File: src/rtl/fetch_unit.sv
// PC generation and single-outstanding I-cache fetch feeding the branch predictor,
// with a small fetch queue of {pc, inst, pred_pc} in front of decode.
module fetch_unit #(
  parameter logic [31:0] RESET_PC = 32'h0000_0000,
  parameter int unsigned FQ_DEPTH = 4
) (
  input  logic        clk,
  input  logic        resetn,
  output logic        icache_req_valid,
  input  logic        icache_req_ready,
  output logic [31:0] icache_req_addr,
  input  logic        icache_resp_valid,
  input  logic [31:0] icache_resp_inst,
  output logic [31:0] bp_pc,
  output logic [31:0] bp_inst,
  input  logic [31:0] bp_next_pc,
  input  logic        redirect_valid,
  input  logic [31:0] redirect_pc,
  output logic        fq_valid,
  input  logic        fq_ready,
  output logic [31:0] fq_pc,
  output logic [31:0] fq_inst,
  output logic [31:0] fq_pred_pc
);

  localparam int unsigned PW = $clog2(FQ_DEPTH);
  localparam int unsigned CW = PW + 1;

  typedef enum logic [1:0] {ST_REQ, ST_WAIT, ST_STALL, ST_DROP} state_t;

  state_t          state, state_nxt;
  logic [31:0]     pc_reg, inflight_pc;
  logic            run;
  logic [CW-1:0]   count, count_nxt;
  logic [PW-1:0]   head, tail;
  logic [31:0]     q_pc   [FQ_DEPTH];
  logic [31:0]     q_inst [FQ_DEPTH];
  logic [31:0]     q_pred [FQ_DEPTH];
  logic            hs, push, pop, room;
  logic [31:0]     next_pc_al;

  // run holds the request off until the first edge after reset release
  assign icache_req_valid = run && (state == ST_REQ);
  assign icache_req_addr  = pc_reg;
  assign bp_pc            = inflight_pc;
  assign bp_inst          = icache_resp_inst;
  assign next_pc_al       = bp_next_pc & ~32'h3;

  assign fq_valid   = (count != '0);
  assign fq_pc      = fq_valid ? q_pc[head]   : '0;
  assign fq_inst    = fq_valid ? q_inst[head] : '0;
  assign fq_pred_pc = fq_valid ? q_pred[head] : '0;

  always_comb begin
    hs        = icache_req_valid && icache_req_ready;
    push      = (state == ST_WAIT) && icache_resp_valid && !redirect_valid;
    pop       = fq_valid && fq_ready && !redirect_valid;
    count_nxt = redirect_valid ? '0 : (count + CW'(push) - CW'(pop));
    room      = (count_nxt < CW'(FQ_DEPTH));
    state_nxt = state;
    if (redirect_valid) begin
      case (state)
        ST_REQ:   state_nxt = hs ? ST_DROP : ST_REQ;
        ST_WAIT:  state_nxt = icache_resp_valid ? ST_REQ : ST_DROP;
        ST_STALL: state_nxt = ST_REQ;
        ST_DROP:  state_nxt = icache_resp_valid ? ST_REQ : ST_DROP;
        default:  state_nxt = ST_REQ;
      endcase
    end else begin
      case (state)
        ST_REQ:   if (hs) state_nxt = ST_WAIT;
        ST_WAIT:  if (icache_resp_valid) state_nxt = room ? ST_REQ : ST_STALL;
        ST_STALL: if (room) state_nxt = ST_REQ;
        ST_DROP:  if (icache_resp_valid) state_nxt = room ? ST_REQ : ST_STALL;
        default:  state_nxt = ST_REQ;
      endcase
    end
  end

  always_ff @(posedge clk or negedge resetn) begin
    if (!resetn) begin
      state       <= ST_REQ;
      run         <= 1'b0;
      pc_reg      <= RESET_PC;
      inflight_pc <= '0;
      count       <= '0;
      head        <= '0;
      tail        <= '0;
    end else begin
      state <= state_nxt;
      run   <= 1'b1;
      count <= count_nxt;
      if (hs) inflight_pc <= pc_reg;
      if (redirect_valid) begin
        pc_reg <= redirect_pc & ~32'h3;
        head   <= '0;
        tail   <= '0;
      end else begin
        if (push) begin
          pc_reg <= next_pc_al;
          tail   <= tail + PW'(1);
        end
        if (pop) head <= head + PW'(1);
      end
    end
  end

  always_ff @(posedge clk) begin
    if (push) begin
      q_pc[tail]   <= inflight_pc;
      q_inst[tail] <= icache_resp_inst;
      q_pred[tail] <= next_pc_al;
    end
  end

endmodule

File: config.mk
export PLATFORM = sky130hd
export DESIGN_NAME = fetch_unit
export DESIGN_NICKNAME = d
export VERILOG_FILES = /design/src/rtl/fetch_unit.sv
export SDC_FILE = /design/constraint.sdc
export NUM_CORES = 1
export LEC_CHECK = 0
export CAP_MARGIN = 20
export CORE_ASPECT_RATIO = 1.2
export CORE_MARGIN = 3
export CORE_UTILIZATION = 43
export DETAILED_ROUTE_END_ITERATION = 12
export PLACE_DENSITY = 0.69
export SLEW_MARGIN = 0
export SYNTH_ARGS = -nofsm -noshare
export SYNTH_HDL_FRONTEND = slang
export SYNTH_SLANG_ARGS = --single-unit
File: constraint.sdc
create_clock -name clk -period 4.3 [get_ports clk]
set_input_delay 0.86 -clock clk [delete_from_list [all_inputs] [get_ports clk]]
set_output_delay 0.86 -clock clk [all_outputs]
set_load 0.1 [all_outputs]
==> results.cfg <==
[floorplanning]
io_pins = 296
die-area_um2 = 42910
fp-row-count = 80
die_h_um = 226.3
initial_utilization = 0.4366
die_w_um = 189.6
coreArea_um2 = 39840

[setup_path]
required_ps = 3440
ff2ff_path_depth = 11
end_kind = primary output
crit_slowest_cell = dfrtp_4
cp_max_fo = 22
slowest_delay_ps = 650
cpMostUsedCell = buf_4
rr_startpoint = state[1]
rr_endpoint = state[1]
critPathKind = flop to primary output
rrSetupSlack_ps = 1720
crit_chain = buf_4 > mux4_2 > and2_1 > buf_4
crit_path_start_kind = flop
critPathArrivalTime_ps = 2680

[synthesis]
synthFlopType = edfxtp_1
synthDistinctLibCells = 34
synth-seq-cells = 438
synth_area_leaders = edfxtp_1 64%, mux4_2 12%, dfrtp_1 10%
yosys.area.top_type = edfxtp_1
yosys_warnings = 0
ys_async_sr_fraction = 0.1598
synth_area_per_cell_um2 = 20.76
netlist_area_um2 = 17390
synth-edff-count = 368
yosys.area.top_type_share = 0.6353
ys_seq_area_frac = 0.7360
postSynthCellCount = 838

[global_route]
overflow = 0
grt_pass1_vias = 9012
grt_max_degree = 94
grt_antenna_before_repair = 4
grtUsageTotal = 0.1720
grt_pass1_wl_um = 55480

[layout]
area_growth_syn_to_layout_pct = 24.33
drive_above_1_share = 0.3450
fin_area_um2 = 21630
final_common_cell = edfxtp_1
nets = 1217
instances_no_fill = 1674
seqCellArea_um2 = 12810
fill_cells = 3153
layout_common_cells = 368 x edfxtp_1, 156 x clkdlybuf4s50_1, 136 x buf_4
multi_input_area_um2 = 4013

[sta]
finalSetupViolCount = 0
slew_violations = 0
rsz0062_at_grt = false
fin_skew_ps = 12.87
tightest_slew_ps = 1066
final_hold_viol_count = 0
max_clock_freq_mhz = 282.8
relSlewSlack = 0.2872
period_needed_ps = 3536
min_period_over_period = 0.8223
fin_tns_setup_ps = 0

[clocking]
cts_resized = 0
htreeDepth = 2
cts_root_buf = clkbuf_16
insertion_delay_ps = 550
cts_buffers = 43
cts_tree = done
clockBufferDepth = 3
clk_pin_slew_ps = 60
cts_hold_buf = 0
clkSinkCount = 438
postCtsSetupBuffers = 0

[route]
ant_nets = 0
drc_errors = 0
drt_iter0_drc = 445
avgViaCountPerCell = 5.100
avgRoutedWirePerCell_um = 22.09
first_pass_iters = 4
drt_wl_total_um = 36980
num_vias = 8537

[place]
placed_area_um2 = 20240
dp_hpwl_um = 22500
dp.cells = 1596
port_buffers = 283
gp_congestion = 0.7319

[job]
maxCapViolations = 0

[worst_hold_path]
hold_class = primary input to async pin

[status]
status = finished clean
[Yosys cell counts (2+ instances only)]
library cell / count
mux4_2: 92
clkbuf_1: 14
edfxtp_1: 368
buf_4: 41
ha_1: 6
a21o_1: 2
nor2_1: 7
buf_1: 2
mux2_2: 85
buf_2: 17
conb_1: 2
buf_12: 6
inv_1: 6
and2_1: 96
xor2_1: 2
mux2_1: 5
dfrtp_1: 70
[worst max-delay path, delay by kind of cell, from the launching register on]
| family | cells | cell delay (ps) |
|---|---|---|
| and+or+nand+nor | 1 | 190 |
| muxes | 1 | 560 |
| DFF | 1 | 650 |
| buffers and inverters | 2 | 710 |
[how the worst max path moves through the flow]
stage | cells after the start | start | to
finish | 4 | head[0] | fq_pc[13]
floorplan | 4 | redirect_valid | q_inst[2][0]
detailed placement | 12 | icache_resp_valid | state[1]
CTS | 4 | head[0] | fq_pc[13]
global route | 4 | head[0] | fq_pc[14]
global placement | 12 | icache_resp_valid | state[1]
[routing by layer]
metal  part of all wire  track usage
met5            0.00073            0
met4              0.020      0.04437
met3              0.061      0.04283
met2               0.51       0.2897
met1               0.41       0.2265
[per-stage QoR]
| step | worst slack (ps) | hold WS, ps | util |
|---|---|---|---|
| floorplan | 262.5 | 516.5 | - |
| global placement | 867.2 | 510.4 | 0.5080 |
| detailed placement | 831.7 | 509.2 | 0.5080 |
| CTS | 667.5 | 352.7 | 0.5427 |
| global route | 585.0 | 359.0 | 0.5428 |
| finish | 764.2 | 328.1 | 0.5428 |
[cell families after synthesis]
group                      count (synthesis)  synth area share
DFF                                      438            0.7360
muxes                                    182            0.1774
and+or+nand+nor                          110           0.03906
buffers and inverters                     88           0.03575
adders and majority gates                  7          0.005467
AOI/OAI and AO/OA                          7          0.003093
xor gates and xnor gates                   4          0.002806
other                                      2         0.0004318
[registers in the layout, indices dropped and copies added (netlist names)]
signal           count
q_inst             128
q_pc               120
q_pred             120
bp_pc               30
icache_req_addr     30
count                3
head                 2
state                2
tail                 2
run                  1
[final cells by class]
cell class,instances,share of cell area
Antenna cell,2,0.0002314
Clock buffer,57,0.05502
Clock inverter,19,0.008852
Inverter,6,0.001041
Multi-Input combinational cell,319,0.1855
Sequential cell,438,0.5923
Tap cell,533,0.03084
Timing Repair Buffer,300,0.1261
Power is not shown: default switching activity piles up to over one toggle a cycle in this logic, so the estimate is an artifact.
